File: src/rtl/wm8731_init_seq.sv
// WM8731 register init sequencer: walks a fixed 12-word table and hands each word to the
// control-port serializer. Define WM8731_TIMEOUT_EN to add a per-word cmd_done watchdog and err.
module wm8731_init_seq #(
  parameter int unsigned GAP_CYCLES       = 500,
  parameter int unsigned RESET_GAP_CYCLES = 50000,
  parameter int unsigned TIMEOUT_CYCLES   = 2000000
) (
  input  logic        clk_50M,
  input  logic        rst_n,
  input  logic        start,
  output logic        cmd_valid,
  output logic [15:0] cmd_data,
  input  logic        cmd_done,
  output logic        busy,
  output logic        init_done,
`ifdef WM8731_TIMEOUT_EN
  output logic        err,
`endif
  output logic [3:0]  idx
);

  localparam logic [3:0]  LastIdx   = 4'd11;
  localparam logic [23:0] GapLim    = 24'(GAP_CYCLES - 1);
  localparam logic [23:0] RstGapLim = 24'(RESET_GAP_CYCLES - 1);

`ifdef WM8731_TIMEOUT_EN
  localparam logic [23:0] TimeoutLim = 24'(TIMEOUT_CYCLES - 1);
  typedef enum logic [2:0] {StIdle, StLoad, StSend, StGap, StDone, StErr} state_e;
`else
  typedef enum logic [2:0] {StIdle, StLoad, StSend, StGap, StDone} state_e;
  logic unused_timeout;
  assign unused_timeout = ^32'(TIMEOUT_CYCLES);
`endif

  state_e      state_q, state_d;
  logic [3:0]  idx_q, idx_d;
  logic [15:0] data_q, data_d;
  logic [23:0] cnt_q, cnt_d;
  logic [15:0] rom_word;
  logic [23:0] gap_lim;

  always_comb begin
    unique case (idx_q)
      4'd0:    rom_word = 16'h1E00;
      4'd1:    rom_word = 16'h0C10;
      4'd2:    rom_word = 16'h0017;
      4'd3:    rom_word = 16'h0217;
      4'd4:    rom_word = 16'h0479;
      4'd5:    rom_word = 16'h0679;
      4'd6:    rom_word = 16'h0812;
      4'd7:    rom_word = 16'h0A00;
      4'd8:    rom_word = 16'h0E02;
      4'd9:    rom_word = 16'h1000;
      4'd10:   rom_word = 16'h1201;
      4'd11:   rom_word = 16'h0C00;
      default: rom_word = 16'h0000;
    endcase
  end

  // The reset register needs the codec to settle before the next write.
  assign gap_lim = (idx_q == 4'd0) ? RstGapLim : GapLim;

  always_comb begin
    state_d = state_q;
    idx_d   = idx_q;
    data_d  = data_q;
    cnt_d   = cnt_q;
    unique case (state_q)
      StIdle, StDone: begin
        if (start) begin
          state_d = StLoad;
          idx_d   = 4'd0;
        end
      end
      StLoad: begin
        data_d  = rom_word;
        cnt_d   = '0;
        state_d = StSend;
      end
      StSend: begin
        if (cmd_done) begin
          cnt_d   = '0;
          state_d = StGap;
        end
`ifdef WM8731_TIMEOUT_EN
        else if (cnt_q == TimeoutLim) begin
          state_d = StErr;
        end else begin
          cnt_d = cnt_q + 24'd1;
        end
`endif
      end
      StGap: begin
        if (cnt_q == gap_lim) begin
          if (idx_q == LastIdx) begin
            state_d = StDone;
          end else begin
            idx_d   = idx_q + 4'd1;
            state_d = StLoad;
          end
        end else begin
          cnt_d = cnt_q + 24'd1;
        end
      end
`ifdef WM8731_TIMEOUT_EN
      StErr: begin
        if (start) begin
          state_d = StLoad;
          idx_d   = 4'd0;
        end
      end
`endif
      default: state_d = StIdle;
    endcase
  end

  always_ff @(posedge clk_50M or negedge rst_n) begin
    if (!rst_n) begin
      state_q <= StIdle;
      idx_q   <= '0;
      data_q  <= '0;
      cnt_q   <= '0;
    end else begin
      state_q <= state_d;
      idx_q   <= idx_d;
      data_q  <= data_d;
      cnt_q   <= cnt_d;
    end
  end

  assign cmd_valid = (state_q == StSend);
  assign cmd_data  = data_q;
  assign busy      = (state_q == StLoad) || (state_q == StSend) || (state_q == StGap);
  assign init_done = (state_q == StDone);
  assign idx       = idx_q;
`ifdef WM8731_TIMEOUT_EN
  assign err       = (state_q == StErr);
`endif

endmodule
File: config.mk
export PLATFORM = sky130hd
export DESIGN_NAME = wm8731_init_seq
export DESIGN_NICKNAME = d
export VERILOG_FILES = /design/src/rtl/wm8731_init_seq.sv
export SDC_FILE = /design/constraint.sdc
export NUM_CORES = 1
export LEC_CHECK = 0
export ABC_CLOCK_PERIOD_IN_PS = 3700
export CAP_MARGIN = 20
export CORE_ASPECT_RATIO = 0.75
export CORE_MARGIN = 2
export CORE_UTILIZATION = 61
export DETAILED_ROUTE_END_ITERATION = 10
export GPL_TIMING_DRIVEN = 0
export PLACE_DENSITY = 0.9
export SKIP_CTS_REPAIR_TIMING = 1
export SKIP_LAST_GASP = 1
export SYNTH_ARGS = -nofsm -noshare
export SYNTH_HDL_FRONTEND = slang
export SYNTH_SLANG_ARGS = --single-unit
export TNS_END_PERCENT = 100
File: constraint.sdc
create_clock -name clk_50M -period 3.7 [get_ports clk_50M]
set_input_delay 0.74 -clock clk_50M [delete_from_list [all_inputs] [get_ports clk_50M]]
set_output_delay 0.74 -clock clk_50M [all_outputs]
set_load 0.05 [all_outputs]
==> run metrics, run 1 <==
drc violations 0; Critical Path Sink Type primary output; WL per Instance 17.25 µm; sequential area share after synthesis 38.39%; CTS tree done; main area contributors after synthesis dfrtp_1, nand3_1, ha_1; ANT cells 0; Worst Path Arrival 1.98 ns; Flop pwr share 41.9%; Critical R2R Launch idx[1]$_DFFE_PN0P_; final hold violations 0; vias per cell 6.378; outcome complete, no violations; synthesized instance count 283; reg2reg setup slack 1.32 ns; Comb power frac 36.6%; MaxCap Viol Count 0; Synth Warn # 0; DP Area 2897 µm²; Yosys top cell area share 38.39%; Die Height 60.62 µm; number of global-route vias before repair 2118; P&R area growth vs syn 14.78%; Lkg Pwr 0.001294 µW; Final ANT Viol Nets 0; Final Skew 0.004356 ns; Critical Path Start state_q[0]$_DFFE_PN0P_; total power 1472 µW; CTS Buf Count 5; hold_sp cmd_data[9]$_DFFE_PN0P_; number of flops mapped to enable cells by yosys 0; worst vdd ir 0.2537 mV; Port Buffers 21; Period minus WS final 2.718 ns; Sink Count 40; fillers 309; DP HPWL 4.500 mm; fin crit share 73.46%; Pint 884.3 µW; Net Sw Power 587.7 µW; CP Class flip-flop to primary output; Most used DFF post-synth dfrtp_1; setup TNS 0 ns; Critical Path Sink init_done; non-filler instance count after layout 370; startpoint type of the worst setup path flip-flop; Synth area leader dfrtp_1; Max Freq 367.9 MHz; Data required, critical path 2.96 ns; # placed instances 363; worst slew pin tran 0.8926 ns; crit-path max FO 7; Post-Syn Area 2608 µm²; Synth Register Bits 40; RSZ-0062 raised after global routing false; H-Tree Level Count 2; number of antenna violations at the first check in global routing 0; Pins Over Slew Limit 0; commonest non-fill, non-tap cell in the layout dfrtp_1; Cell variety after synth 61; portion of total power attributed to the clock network 21.5%; initial DRC count 263; Slew HR 40.49%; layout cells sized above 1 14.60%; Avg Inst Size Synth 9.214 µm²; Final setup viols 0; register area 1001 µm²; Switching Fraction 39.93%; total gr overflow 0; root buf cell clkbuf_8; Final Cell Area 2993 µm²; die area 4819 µm²; I/O Pins 27; Clock transition at path regs 0.07 ns; worst skew pair latency 0.30 ns; reg2reg end cnt_q[14]$_DFFE_PN0P_; total track usage 28.86%; pin count of the biggest net entering global routing 41; Clock Path Buffers 2; NumNets Final 327; initial core utilization 63.93%; Die Width 79.50 µm; RePlAce Congestion 0.9609; first-pass GRT wire length 10.53 mm; via count 2360; Detailed Routing Iterations Pass 1 5; PwrDens 491.8 nW/µm²; worst hold path type flip-flop to flip-flop; multi-input logic area 1415 µm²; ys async rst share 100.0%; cells on worst reg2reg path 8; row count 20; routed wire length 6.381 mm; most frequent cells in the layout dfrtp_1, nand2_1, nand3_1, nor2_1, clkdlybuf4s50_1; core area 4079 µm²
## synth_stat cells (3+ instances only)
cell type / number
inv_1: 15
nand2_1: 22
and3_1: 4
buf_2: 6
a221o_1: 3
nor3_1: 5
nor4_1: 5
mux2i_1: 5
buf_4: 9
nand4_1: 7
a21oi_1: 8
and4_1: 4
nor2_1: 20
o21ai_1: 3
nand3_1: 21
or4_1: 3
ha_1: 8
o31ai_1: 7
dfrtp_1: 40
clkbuf_1: 7
nand3b_1: 3
a31oi_1: 15
o21ai_0: 14
## worst max-delay path, cell delays in order, from the launching register on
cell	delay (ns)
dfrtp_1	0.45
nor2_1	0.25
nand2_1	0.12
inv_1	0.07
clkdlybuf4s50_1	0.79
## power by group through the flow
stage / sequential [µW] / combinational (µW) / clock (µW)
2_1_floorplan: 706 / 288 / 0
3_3_place_gp: 616 / 520 / 0
3_5_place_dp: 621 / 532 / 0
4_1_cts: 613 / 537 / 321
5_1_grt: 631 / 590 / 335
6_report: 616 / 539 / 317
## through the flow
stage                     util (%)  hold slack (ns)  worst slack [ns]
after floorplan                  -           0.4444             1.374
after global placement       71.14           0.4893            0.8845
after detailed placement     71.01           0.4990             1.226
after CTS                    73.37           0.5153            0.9629
after global routing         73.37           0.5514            0.8418
final                        73.37           0.5124            0.9819
## sequential cells by signal, summed over array words and instances, names as in the netlist
name / flops
state_q: 3
cmd_data: 9
cnt_q: 24
idx: 4
## cell type report
cell class              instances  area share, %
clock buffers                   7          3.219
flip-flops and latches         40          33.44
repair buffers                 21          6.856
multi-input cells             207          47.28
well taps                      55          2.299
plain buffers                  24          4.891
inverters                      16          2.007
## routing by layer
metal  wire [µm]  up-vias  global-route usage [%]  share of wire, %
met2        2730      112                   40.94                43
met3         525       11                   7.292               8.2
li1            -     1114                       -                 -
met4         108        0                   13.05               1.7
met1        3016     1123                   42.01                47
met5           0        -                       0                 0
## worst min-delay path by stage
stage / endpoint / slack [ns] / depth (start not counted)
2_1_floorplan: cmd_data[0]$_DFFE_PN0P_ / 0.44 / 0
3_5_place_dp: cmd_data[9]$_DFFE_PN0P_ / 0.50 / 1
3_3_place_gp: cmd_data[9]$_DFFE_PN0P_ / 0.49 / 1
5_1_grt: cnt_q[22]$_DFFE_PN0P_ / 0.55 / 1
4_1_cts: cmd_data[9]$_DFFE_PN0P_ / 0.52 / 1
6_report: cmd_data[9]$_DFFE_PN0P_ / 0.51 / 1
## logic make-up (layout without fill, tap and decap cells)
kind of cell               count (synthesis)  after routing  share of synthesized area [%]
DFF                                       40             40                          38.39
other                                      1              5                         0.1438
buffers and inverters                     40             68                          7.917
AOI/OAI and AO/OA                         71             71                          19.63
adders and majority gates                  8              8                          3.839
muxes                                      6              6                          2.351
and+or+nand+nor                          117            117                          27.73
No activity file was read; power rests on OpenSTA's default activity.
==> run 2, diff against run 1 <==
- ABC_CLOCK_PERIOD_IN_PS: 3700 -> 2260
- CORE_UTILIZATION: 61 -> 51
- PLACE_DENSITY: 0.9 -> 0.81
- clock period: 3.7 -> 2.26 ns (I/O delays scaled with it)
==> run 2 against run 1 <==
Clock skew is 0.0036 ns higher. Sequential cell count stayed put. Non-clock buffer count is 7 higher. Worst setup slack worse by 0.92 ns. Core utilization is 10 points lower. Power is 62% higher. Sequential power is 64% higher. Via count is 0.89% lower. Critical path type is now flip-flop to flip-flop. Critical endpoint is now cnt_q[8]$_DFFE_PN0P_. Highest routed layer unchanged.
==> run metrics, run 2 (synthesized netlist as in run 1, its figures left out) <==
fillers 426; Pins Over Slew Limit 0; startpoint type of the worst setup path flip-flop; CP Class flip-flop to flip-flop; PwrDens 770.3 nW/µm²; outcome complete, no violations; P&R area growth vs syn 18.43%; Final setup viols 0; drc violations 0; worst hold path type input port to async pin; worst skew pair latency 0.30 ns; number of antenna violations at the first check in global routing 0; Port Buffers 21; layout cells sized above 1 18.32%; RSZ-0062 raised after global routing true; crit-path max FO 10; CTS tree done; crit path max-delay cell type dfrtp_2; Clock Path Buffers 2; Final ANT Viol Nets 0; via count 2339; max incr delay on CP 0.47 ns; total track usage 24.29%; final hold violations 0; most frequent cells in the layout dfrtp_1, nand2_1, nor2_1, nand3_1, clkdlybuf4s50_1; RePlAce Congestion 0.9157; commonest non-fill, non-tap cell in the layout dfrtp_1; Worst Path Arrival 2.41 ns; routed wire length 6.529 mm; first-pass GRT wire length 10.61 mm; root buf cell clkbuf_8; MaxCap Viol Count 0; Max Freq 454.2 MHz; number of global-route vias before repair 2071; Critical Path Sink Type flip-flop; non-filler instance count after layout 382; row count 22; worst vdd ir 0.5417 mV; core area 4900 µm²; Detailed Routing Iterations Pass 1 5; fin crit share 97.42%; Die Width 86.57 µm; Period minus WS final 2.202 ns; NumNets Final 334; setup TNS 0 ns; Lkg Pwr 0.001366 µW; max FFs per register 24; I/O Pins 27; WL per Instance 17.09 µm; Data required, critical path 2.47 ns; Fin Hold WS 0.01766 ns; H-Tree Level Count 2; worst slew pin tran 0.5857 ns; ANT cells 0; Sink Count 40; CTS Buf Count 5; Largest Register cnt_q; total gr overflow 0; # placed instances 369; total power 2379 µW; initial DRC count 316; Final Skew 0.007964 ns; pin count of the biggest net entering global routing 30; crit-path cells inv_1, ha_1, nor3b_4, nand3_4, a211oi_4, nor2_2, buf_6, a31oi_1; vias per cell 6.123; Clock transition at path regs 0.08 ns; reg2reg setup slack 0.06 ns; Slew HR 60.40%; Die Height 65.93 µm; die area 5707 µm²; initial core utilization 53.22%; DP HPWL 4.660 mm
==> run 2: final cells by class <==
cell class | instances | area (µm²) | share of cell area, %
clock inverter | 1 | 5.005 | 0.1621
timing repair buffer | 28 | 277.8 | 8.995
inverter | 16 | 60.06 | 1.945
sequential | 40 | 1003 | 32.50
multi-input combinational | 207 | 1444 | 46.76
buffer | 24 | 150.1 | 4.862
clock buffer | 6 | 72.57 | 2.350
tap | 60 | 75.07 | 2.431
==> run 2: worst paths after layout <==
kind / startpoint / end / depth (start not counted)
max: idx[0]$_DFFE_PN0P_ / cnt_q[8]$_DFFE_PN0P_ / 8
min: rst_n / cnt_q[23]$_DFFE_PN0P_ / 1
max reg2reg: idx[0]$_DFFE_PN0P_ / cnt_q[8]$_DFFE_PN0P_ / 8
min reg2reg: cmd_data[9]$_DFFE_PN0P_ / cmd_data[9]$_DFFE_PN0P_ / 1
max in group asynchronous: rst_n / idx[0]$_DFFE_PN0P_ / 2
min in group clk_50M: cmd_data[9]$_DFFE_PN0P_ / cmd_data[9]$_DFFE_PN0P_ / 1
==> run 2: power by group <==
| group | total, µW | internal, µW | switching (µW) |
|---|---|---|---|
| combinational | 901 | 338 | 564 |
| clock | 464 | 210 | 254 |
| sequential | 1010 | 851 | 163 |
==> run 2: worst max-delay path, delay by kind of cell, from the launching register on <==
| family | cells | cell delay (ns) |
|---|---|---|
| compound gates | 2 | 0.62 |
| flops | 1 | 0.47 |
| simple gates | 3 | 0.54 |
| fa+ha+maj | 1 | 0.20 |
| buf+inv | 2 | 0.28 |
==> run 2: through the flow <==
step / cell area, µm² / worst slack (ns) / utilization [%]
final: 3088 / 0.05835 / 63.02
after global routing: 3088 / -0.09302 / 63.02
after CTS: 3003 / -0.1526 / 61.29
after detailed placement: 2925 / -0.01040 / 59.70
after global placement: 2910 / -0.4273 / 59.40
after floorplan: 2625 / 0.1365 / -
==> run 2: per-layer routing <==
layer  vias up  track usage [%]  share of wire, %
met2        92            35.00                44
met3        10            3.870               6.0
met1      1115            36.91                49
met4         0            8.398               1.6
met5         -                0                 0
li1       1122                -                 -
